==> config.mk <==
export PLATFORM = sky130hd
export DESIGN_NAME = raw_pattern_gen
export DESIGN_NICKNAME = d
export VERILOG_FILES = /design/src/rtl/raw_pattern_gen.sv
export SDC_FILE = /design/constraint.sdc
export NUM_CORES = 1
export LEC_CHECK = 0
export ABC_AREA = 1
export BUFFER_PORTS_ARGS = -buffer_cell sky130_fd_sc_hd__buf_2
export CORE_MARGIN = 10
export CORE_UTILIZATION = 35
export DETAILED_ROUTE_END_ITERATION = 8
export PLACE_DENSITY = 0.6
export SYNTH_ARGS = -nofsm -noshare
export SYNTH_HDL_FRONTEND = slang
export SYNTH_SLANG_ARGS = --single-unit
==> constraint.sdc <==
create_clock -name clk -period 2 [get_ports clk]
set_input_delay 0.5 -clock clk [delete_from_list [all_inputs] [get_ports clk]]
set_output_delay 0.5 -clock clk [all_outputs]
set_load 0.005 [all_outputs]
==> src/rtl/raw_pattern_gen.sv <==
// Raw Bayer (RGGB) test-pattern source with programmable frame timing.
// Drives the 8-bit single-channel stream that isp_top consumes, so every
// ISP stage can be exercised with known, repeatable content.
//
// state  | meaning
// -------+----------------------------------------------------------------
// S_IDLE | counters held at 0, stream outputs low, waiting for enable
// S_RUN  | scanning frames; enable and pattern_mode re-sampled at frame end
module raw_pattern_gen #(
   parameter int source_h    = 1024,
   parameter int source_v    = 1024,
   parameter int H_BLANK     = 64,
   parameter int V_BLANK     = 8,
   parameter int VSYNC_LINES = 2
) (
   input  logic        clk,
   input  logic        reset_n,
   input  logic        enable,
   input  logic [2:0]  pattern_mode,
   output logic        out_vsync,
   output logic        out_hsync,
   output logic        out_den,
   output logic [7:0]  out_data,
   output logic        frame_done,
   output logic [15:0] frame_cnt
);

   localparam int H_TOTAL = source_h + H_BLANK;
   localparam int V_TOTAL = V_BLANK + source_v;
   localparam int HW      = $clog2(H_TOTAL);
   localparam int VW      = $clog2(V_TOTAL);
   localparam int BAR_W   = source_h / 8;
   localparam logic [15:0] LFSR_SEED = 16'hACE1;

   typedef enum logic {
      S_IDLE = 1'b0,
      S_RUN  = 1'b1
   } state_t;

   state_t          state_q, state_d;
   logic [HW-1:0]   h_cnt_q, h_cnt_d;
   logic [VW-1:0]   v_cnt_q, v_cnt_d;
   logic [2:0]      mode_q, mode_d;
   logic [15:0]     lfsr_q, lfsr_d;
   logic [15:0]     frame_cnt_q, frame_cnt_d;
   logic            done_pend_q, done_pend_d;
   logic            frame_done_q, frame_done_d;
   logic            vsync_q, vsync_d;
   logic            hsync_q, hsync_d;
   logic [7:0]      data_q, data_d;

   logic            h_last;
   logic            v_last;
   logic            active;
   logic [7:0]      x8;
   logic [7:0]      y8;
   logic [2:0]      bar;
   logic [2:0]      bar_rgb;
   logic            site_bit;
   logic            lfsr_fb;
   logic [15:0]     lfsr_nxt;
   logic [7:0]      pix;

   // Pixel coordinates, Bayer site colour and the selected pattern sample.
   always_comb begin
      h_last   = (h_cnt_q == HW'(H_TOTAL - 1));
      v_last   = (v_cnt_q == VW'(V_TOTAL - 1));
      active   = (v_cnt_q >= VW'(V_BLANK)) && (h_cnt_q < HW'(source_h));
      x8       = 8'(h_cnt_q);
      // Only the low byte of y is ever needed, so subtract in 8 bits.
      y8       = 8'(v_cnt_q) - 8'(V_BLANK);
      bar      = 3'(h_cnt_q / HW'(BAR_W));
      lfsr_fb  = lfsr_q[0] ^ lfsr_q[2] ^ lfsr_q[3] ^ lfsr_q[5];
      lfsr_nxt = {lfsr_fb, lfsr_q[15:1]};

      case (bar)
         3'd0:    bar_rgb = 3'b111;
         3'd1:    bar_rgb = 3'b110;
         3'd2:    bar_rgb = 3'b011;
         3'd3:    bar_rgb = 3'b010;
         3'd4:    bar_rgb = 3'b101;
         3'd5:    bar_rgb = 3'b100;
         3'd6:    bar_rgb = 3'b001;
         default: bar_rgb = 3'b000;
      endcase

      // {y[0], x[0]}: 00 = R, 01/10 = G, 11 = B.
      case ({y8[0], x8[0]})
         2'b00:   site_bit = bar_rgb[2];
         2'b11:   site_bit = bar_rgb[0];
         default: site_bit = bar_rgb[1];
      endcase

      case (mode_q)
         3'd0:    pix = 8'h80;
         3'd1:    pix = x8;
         3'd2:    pix = y8;
         3'd3:    pix = site_bit ? 8'hFF : 8'h00;
         3'd4:    pix = (x8[4] ^ y8[4]) ? 8'hE0 : 8'h20;
         3'd5:    pix = x8 + frame_cnt_q[7:0];
         3'd6: begin
            if ((x8[5:0] == 6'd32) && (y8[5:0] == 6'd32))
               pix = 8'hFF;
            else if ((x8[5:0] == 6'd0) && (y8[5:0] == 6'd0))
               pix = 8'h00;
            else
               pix = 8'h40;
         end
         default: pix = lfsr_nxt[7:0];
      endcase
   end

   // Next-state, counter sequencing and registered-output inputs.
   always_comb begin
      state_d      = state_q;
      h_cnt_d      = h_cnt_q;
      v_cnt_d      = v_cnt_q;
      mode_d       = mode_q;
      lfsr_d       = lfsr_q;
      done_pend_d  = 1'b0;
      // The frame-done pulse trails the final blank output cycle by one.
      frame_done_d = done_pend_q;
      frame_cnt_d  = frame_cnt_q + 16'(done_pend_q);
      vsync_d      = 1'b0;
      hsync_d      = 1'b0;
      data_d       = 8'h00;

      case (state_q)
         S_IDLE: begin
            h_cnt_d = '0;
            v_cnt_d = '0;
            lfsr_d  = LFSR_SEED;
            if (enable) begin
               mode_d  = pattern_mode;
               state_d = S_RUN;
            end
         end
         S_RUN: begin
            vsync_d = (v_cnt_q < VW'(VSYNC_LINES));
            hsync_d = active;
            if (active) begin
               data_d = pix;
               lfsr_d = lfsr_nxt;
            end
            if (h_last) begin
               h_cnt_d = '0;
               if (v_last) begin
                  // The last cycle is always blank, so the reseed never
                  // collides with an active-pixel shift.
                  v_cnt_d     = '0;
                  lfsr_d      = LFSR_SEED;
                  done_pend_d = 1'b1;
                  if (enable)
                     mode_d = pattern_mode;
                  else
                     state_d = S_IDLE;
               end else begin
                  v_cnt_d = v_cnt_q + VW'(1);
               end
            end else begin
               h_cnt_d = h_cnt_q + HW'(1);
            end
         end
         default: state_d = S_IDLE;
      endcase
   end

   // State, counters and output registers.
   always_ff @(posedge clk or negedge reset_n) begin
      if (!reset_n) begin
         state_q      <= S_IDLE;
         h_cnt_q      <= '0;
         v_cnt_q      <= '0;
         mode_q       <= 3'd0;
         lfsr_q       <= LFSR_SEED;
         frame_cnt_q  <= 16'd0;
         done_pend_q  <= 1'b0;
         frame_done_q <= 1'b0;
         vsync_q      <= 1'b0;
         hsync_q      <= 1'b0;
         data_q       <= 8'h00;
      end else begin
         state_q      <= state_d;
         h_cnt_q      <= h_cnt_d;
         v_cnt_q      <= v_cnt_d;
         mode_q       <= mode_d;
         lfsr_q       <= lfsr_d;
         frame_cnt_q  <= frame_cnt_d;
         done_pend_q  <= done_pend_d;
         frame_done_q <= frame_done_d;
         vsync_q      <= vsync_d;
         hsync_q      <= hsync_d;
         data_q       <= data_d;
      end
   end

   assign out_vsync  = vsync_q;
   assign out_hsync  = hsync_q;
   assign out_den    = hsync_q;
   assign out_data   = data_q;
   assign frame_done = frame_done_q;
   assign frame_cnt  = frame_cnt_q;

endmodule
# == Word-level counts from Yosys, hierarchy flattened ==
# Cells that the tools add are included.
# W data, S select, Z words.
# totals
in_bits,6
register_bits,70
out_inout_bits,28
# op_classes
reduce_logical,9
muxes,31
addsub,5
bitwise,5
n_eq_ne,19
magnitude_cmp,3
# op_table
op,count
$pmux W8 S7,1
$mux W16,3
$pmux W11 S2,2
$mux W8,5
$mux W11,3
$pmux W16 S2,1
$add A11 B1 Y11 const B,2
$eq A11 B11 Y1 const B,2
$pmux W3 S7,1
$eq A3 B3 Y1 const B,6
$add A16 B1 Y16,1
$eq A3 B2 Y1 const B,4
$eq A6 B6 Y1 const B,2
$logic_not A6 Y1,2
$ge A11 B4 Y1 const B,1
$lt A11 B11 Y1 const B,1
$lt A11 B2 Y1 const B,1
$mux W3,3
$add A8 B8 Y8,1
$mux W1,8
$sub A8 B4 Y8 const B,1
$mux W7,1
$eq A3 B1 Y1 const B,2
$logic_not A3 Y1,2
9 further kinds,16

# == Longest topological paths before layout ==
# Gate-level depths: netlist (run 1).
# depth
word_depth,8
mapped_depth,11

# == Least setup slack after synthesis (run 1) ==
# OpenSTA, ideal clock, no wires.
# synth_path
path_type,register to register
startpoint,register h_cnt_q[0]
endpoint,register data_q[4] (netlist: out_data[4])
setup_ns,0.121
stages_incl_launch_ff,9
required_ns,1.879
n_path_buf,0
path_slack_ns,0.367
arrival_ns,1.512
path_cell_list,dfrtp_1 -> ha_1 -> fa_1 -> nand3_1 -> nand3_1 -> nor2_1 -> nor2_1 -> nor3_1 -> nor2_1
# synth_between
elab_chain_cells,6
elab_cells_between_ends,13
# synth_rtl
item,line,rtl
from (decl),41,"logic [HW-1:0] h_cnt_q, h_cnt_d;"
from (signal assigned),184,h_cnt_q <= h_cnt_d;
"parallel branches: the longest is 4 deep, another holds $add A8 B8 Y8",--,
$mux W8 *,141,if (active) begin
$mux W8 *,128,case (state_q)
via data_d[4],50,"logic [7:0] data_q, data_d;"
to (signal assigned),193,data_q <= data_d;
to (decl),50,
# Mark *: on every way through the listed nets, which the timed path passes.
# A chain may end at the register's enable or synchronous reset.

# == Worst setup path after layout (run 1) ==
# Same ends and word-level chain as after synthesis.

==> results_dict.tcl, run 1 <==
set metrics [dict create \
    synth_area_um2 4100 \
    drtIter0Drc 209 \
    path_max_fanout 6 \
    core_region_area_um2 11500 \
    grt_util_all_layers_pct 11.8 \
    maxSlewHeadroom_pct 70.5 \
    p_switching_mw 1.09 \
    tightest_slew_ns 0.443 \
    n_antenna_cell 0 \
    start_util_pct 35.7 \
    dr.pass1.iters 4 \
    synth_area_per_cell_um2 7.84 \
    worstPathArrival_ns 2.06 \
    clock_sinks 70 \
    p_comb_share_pct 15.7 \
    multi_input_comb_area_um2 2010 \
    antenna_found_initial 0 \
    gp_congestion 0.892 \
    fin_crit_sh_pct 92.4 \
    netlist-cell-type-count 40 \
    startpoint_type "flop" \
    grt_pass1_wl_mm 15.8 \
    clockBufferDepth 2 \
    cts_buffers 9 \
    slew_viol_final 0 \
    htree_levels 3 \
    rows 39 \
    yosysWarnings 0 \
    synth-seq-cells 70 \
    dieWidth_um 128 \
    status "complete, no violations" \
    internal-power_mw 2.77 \
    fin_crit_ns 1.85 \
    power_density_nw_per_um2 803 \
    io_buffers 33 \
    ios 34 \
    regArea_um2 1760 \
    final-setup-viol-count 0 \
    ys_seq_area_share_pct 43.0 \
    syn_to_final_growth_pct 17.4 \
    drv_cap 0 \
    tns_ns 0 \
    root_buffer "clkbuf_16" \
    irDropWorstVdd_v 0.000555 \
    die_area_um2 16400 \
    cts.clk_slew.worst_paths_ns 0.05 \
    grt_pass1_vias 3349 \
    hold_path.class "in2async" \
    hold_viol 0 \
    via_count 3503 \
    synth_nets 548 \
    clockPowerShare_pct 41.0 \
    sw_frac_of_total_pct 28.3 \
    cts_hold_buf 0 \
    critPathCaptureType "flop" \
    clock_latency_ns 0.33 \
    overflow 0 \
    fillers 1149 \
    crit_type "reg2reg" \
    r2r-start "h_cnt_q[0]" \
    layout-drive-gt1-share_pct 16.1 \
    skew_ns 0.00602 \
    drt-total-wl_mm 9.57 \
    grt_start_max_net_pins 37 \
    p_leak_nw 2.55 \
    tritoncts "done" \
    r2r_cells 8 \
    timing.rr.end "out_data[4]" \
    die_h_um 128 \
    drc 0 \
    syn_inst 523 \
    max_freq_mhz 541 \
    dpl.hpwl_mm 7.33 \
    rsz0062_at_grt "no" \
    crit_required_ns 2.21 \
    whs_ns 0.115 \
    final_antenna_net_count 0 \
    wl_per_cell_um 13.3 \
    regToRegSetupSlack_ns 0.15 \
    final_nets 596 \
    via_per_inst 4.87 \
    power.share.sequential_pct 43.3 \
]
[cells in the mapped netlist, drive strengths merged]
| cell type | number | share of area [%] |
|---|---|---|
| and2 | 1 | 0.15 |
| dfstp | 8 | 5.1 |
| and3 | 1 | 0.15 |
| a21oi | 21 | 2.7 |
| nand3 | 52 | 6.5 |
| nor3b | 1 | 0.18 |
| xnor2 | 7 | 1.5 |
| nor3 | 13 | 1.6 |
| o22ai | 4 | 0.61 |
| inv | 68 | 6.2 |
| nand4 | 18 | 2.7 |
| or2 | 4 | 0.61 |
| o311a | 1 | 0.24 |
| o21ai | 16 | 2.0 |
| clkinv | 1 | 0.091 |
| fa | 1 | 0.49 |
| buf | 9 | 2.0 |
| dfrtp | 62 | 38 |
| nand2 | 136 | 13 |
| nand3b | 3 | 0.55 |
| ha | 18 | 5.5 |
| xor2 | 11 | 2.4 |
| o2111ai | 2 | 0.43 |
| o221ai | 1 | 0.21 |
| nor2 | 58 | 6.2 |
| o211ai | 5 | 0.92 |
| clkbuf | 1 | 0.091 |
[kinds of logic (layout without fill, tap and decap cells)]
logic type / count (synthesis) / count (layout) / synth area share [%]
xor+xnor: 18 / 18 / 3.85
simple gates: 287 / 287 / 31.8
fa+ha+maj: 19 / 19 / 5.98
flops: 70 / 70 / 43.0
buf+inv: 79 / 132 / 8.39
compound gates: 50 / 50 / 7.02
[sequential cells by signal (all words and copies together) (netlist names)]
signal / flops
frame_cnt: 16
lfsr_q: 16
h_cnt_q: 11
v_cnt_q: 11
out_data: 8
mode_q: 3
done_pend_q: 1
frame_done: 1
out_den: 1
out_vsync: 1
state_q: 1
[per-stage QoR]
stage                     cell area, um^2  instances  util (%)  setup WS [ns]  total power, mW
after floorplan                      4100        523         -          0.367             2.08
after CTS                            4770        716      41.6         0.0342             3.90
final                                4810        719      42.0          0.151             3.86
after global routing                 4810        719      42.0         0.0277             4.10
after detailed placement             4470        700      38.9         0.0567             2.30
after global placement               4470        700      38.9         0.0796             2.30
[layout by cell type, fill, tap and decap left out, types with 3 or more instances in the layout]
master / synthesis / final
nand2_1: 132 / 132
inv_1: 65 / 63
dfrtp_1: 62 / 60
nor2_1: 52 / 51
nand3_1: 51 / 51
buf_2: 2 / 33
a21oi_1: 20 / 20
nand4_1: 18 / 18
ha_1: 18 / 17
nor3_1: 13 / 13
o21ai_0: 13 / 13
buf_4: 3 / 12
xor2_1: 11 / 11
clkbuf_16: 0 / 9
dfstp_2: 8 / 8
xnor2_1: 7 / 7
o211ai_1: 5 / 5
inv_2: 3 / 4
nor2_4: 4 / 4
o22ai_1: 4 / 4
nand3b_1: 3 / 3
nor2_2: 2 / 3
o21ai_1: 3 / 3
clkinv_2: 0 / 3
[worst max path at each step]
| stage | start | cells after the start | slack [ns] | end |
|---|---|---|---|---|
| floorplan | h_cnt_q[0] | 8 | 0.37 | out_data[4] |
| global placement | v_cnt_q[3] | 10 | 0.08 | out_data[3] |
| detailed placement | v_cnt_q[3] | 10 | 0.06 | out_data[3] |
| CTS | v_cnt_q[3] | 10 | 0.03 | out_data[3] |
| global route | v_cnt_q[3] | 9 | 0.03 | out_data[4] |
| finish | h_cnt_q[0] | 8 | 0.15 | out_data[4] |
[power by group through the flow]
stage / Combinational, mW / Sequential, mW / Clock, mW
4_1_cts: 0.608 / 1.67 / 1.62
3_3_place_gp: 0.599 / 1.70 / 0
6_report: 0.605 / 1.67 / 1.59
2_1_floorplan: 0.450 / 1.63 / 0
5_1_grt: 0.717 / 1.69 / 1.69
3_5_place_dp: 0.602 / 1.69 / 0
[layout make-up]
class / count / area share (%)
multi-input combinational: 374 / 41.7
sequential: 70 / 36.7
timing repair buffer: 47 / 6.14
inverter: 69 / 5.46
clock buffer: 12 / 5.33
tap: 143 / 3.72
clock inverter: 4 / 0.936
[per-layer routing]
metal  global-route usage [%]  vias up  wire length (um)
li1                         -     1793                 -
met1                     14.6     1633              4410
met2                     18.9       61              4520
met3                     3.64       16               487
met4                     3.91        0               159
met5                        0        -                 0
[critical path, stage by stage, from the launching register on]
cell and delay, ns:
dfrtp_2 0.45, ha_1 0.22, fa_1 0.42, nand3_1 0.09, nand3_1 0.09, nor2_1 0.11
nor2_1 0.06, nor3_1 0.20, nor2_1 0.07
[what timing repair did]
item / CTS / global route
endpoints found under the setup margin: 0 / 19
resized for setup: 0 / 6
setup buffers: 0 / 3
Note: power is estimated with default switching activity, not from simulation.
==> run 2, diff against run 1 <==
--- a/config.mk
+++ b/config.mk
@@ -10,6 +10,7 @@
 export CORE_MARGIN = 10
 export CORE_UTILIZATION = 35
 export DETAILED_ROUTE_END_ITERATION = 8
+export GPL_TIMING_DRIVEN = 0
 export PLACE_DENSITY = 0.6
 export SYNTH_ARGS = -nofsm -noshare
 export SYNTH_HDL_FRONTEND = slang
==> constraint.sdc (replaced) <==
create_clock -name clk -period 2 [get_ports clk]
set_input_delay 0.4 -clock clk [delete_from_list [all_inputs] [get_ports clk]]
set_output_delay 0.4 -clock clk [all_outputs]
set_load 0.005 [all_outputs]
==> run 2 against run 1 <==
Against the previous run: register-to-register slack barely moved; utilization rose by 0.12 points; combinational power fell by 4.3%; highest routed layer unchanged; critical path type unchanged; critical path depth did not move.
==> results_dict.tcl, run 2 (synthesis results as in run 1) <==
set metrics [dict create \
    cts_buffers 9 \
    dieWidth_um 128 \
    drc 0 \
    cts.clk_slew.worst_paths_ns 0.06 \
    r2r_cells 8 \
    via_count 3559 \
    grt_pass1_wl_mm 16.8 \
    max_freq_mhz 543 \
    gp_congestion 0.889 \
    status "complete, no violations" \
    root_buffer "clkbuf_16" \
    layout_commonest_cell "nand2_1" \
    tritoncts "done" \
    path_buf_inv 0 \
    grt_util_all_layers_pct 12.4 \
    tns_ns 0 \
    rows 39 \
    layout-drive-gt1-share_pct 15.5 \
    clock_sinks 70 \
    die_area_um2 16400 \
    final_cell_mix "nand2_1 (132), inv_1 (63), dfrtp_1 (61)" \
    power_density_nw_per_um2 844 \
    drtIter0Drc 172 \
    io_buffers 33 \
    grt_start_max_net_pins 71 \
    slew_viol_final 0 \
    crit_chain "ha_1, fa_1, nand3_1, nand3_1, nor2_1, nor2_1, nor3_1, nor2_1" \
    hold_path.class "in2async" \
    overflow 0 \
    crit_slowest_cell "dfrtp_1" \
    dpl.hpwl_mm 7.37 \
    critPathMaxStageDelay_ns 0.45 \
    via_per_inst 4.96 \
    rsz0062_at_grt "no" \
    wl_per_cell_um 13.8 \
    tightest_slew_ns 0.902 \
    crit_start "h_cnt_q[0]" \
    crit_end "out_data[4]" \
    die_h_um 128 \
    crit_required_ns 2.22 \
    path_depth 8 \
    critPathMostFrequentCell "nor2_1" \
    drv_cap 0 \
    fin_crit_ns 1.84 \
    ios 34 \
    hold_viol 0 \
    maxSlewHeadroom_pct 39.9 \
    r2r-start "h_cnt_q[0]" \
    antenna_found_initial 0 \
    n_antenna_cell 0 \
    regToRegSetupSlack_ns 0.16 \
    clockBufferDepth 2 \
    startpoint_type "flop" \
    skew_ns 0.00461 \
    syn_to_final_growth_pct 17.7 \
    grt_pass1_vias 3457 \
    htree_levels 3 \
    start_util_pct 35.7 \
    cts_hold_buf 0 \
    totalPowerFinal_mw 4.07 \
    final-setup-viol-count 0 \
    timing.rr.end "out_data[4]" \
    clock_latency_ns 0.34 \
    fin_crit_sh_pct 92.0 \
    drt-total-wl_mm 9.88 \
    cp_top_family "adder cells" \
    crit_type "reg2reg" \
    final_antenna_net_count 0 \
    p_leak_nw 2.55 \
    path_max_fanout 6 \
    worstPathArrival_ns 2.06 \
    irDropWorstVdd_v 0.000547 \
    final_nets 595 \
    core_region_area_um2 11500 \
    critPathCaptureType "flop" \
    dr.pass1.iters 4 \
]
## run 2: cell type report
type                            count  area, um^2
Buffer                             10        85.1
Timing Repair Buffer               36         190
Fill cell                        1164        6640
Inverter                           69         263
Sequential cell                    70        1760
Tap cell                          143         179
Clock inverter                      6         110
Multi-Input combinational cell    374        2010
Clock buffer                       10         229
## run 2: per-layer routing
| metal | part of all wire (%) | routed length, um | up-vias | track usage [%] |
|---|---|---|---|---|
| met2 | 47 | 4620 | 81 | 19.9 |
| met1 | 47 | 4620 | 1681 | 15.9 |
| met3 | 5.2 | 514 | 11 | 3.02 |
| met4 | 1.3 | 130 | 0 | 4.04 |
| li1 | - | - | 1786 | - |
| met5 | 0 | 0 | - | 0 |
## run 2: worst min path at each step
stage              endpoint        start  cells past startpoint
4_1_cts        frame_cnt[5]      reset_n                      1
5_1_grt          h_cnt_q[5]      reset_n                      1
6_report       frame_cnt[2]      reset_n                      1
3_5_place_dp     frame_done  done_pend_q                      0
2_1_floorplan   done_pend_q      reset_n                      0
3_3_place_gp     frame_done  done_pend_q                      0
## run 2: worst register-to-register path, cell delays in order, from the launching register on
cell     delay, ns
dfrtp_1       0.45
ha_1          0.24
fa_1          0.42
nand3_1       0.09
nand3_1       0.08
nor2_1        0.09
nor2_1        0.06
nor3_1        0.21
nor2_1        0.07
## run 2: timing repair
action                     CTS  global route
gates resized for setup      0             4
setup endpoints to repair    0            11
setup buffers                0             3
## run 2: where the power goes
group	leakage, nW	switching, mW	total, mW	internal, mW
Clock	0.159	0.609	1.82	1.22
Combinational	1.47	0.371	0.579	0.207
Sequential	0.917	0.155	1.67	1.51
Total	2.55	1.14	4.07	2.94
## run 2: per-stage QoR
stage	instance area, um^2	setup WS, ns	cells	hold slack (ns)	util, %
floorplan	4100	0.367	523	0.104	-
global placement	4440	0.0549	699	0.366	38.7
detailed placement	4450	0.0252	699	0.372	38.8
CTS	4780	0.0119	715	0.247	41.7
global route	4820	0.00175	718	0.277	42.1
finish	4820	0.159	718	0.190	42.1
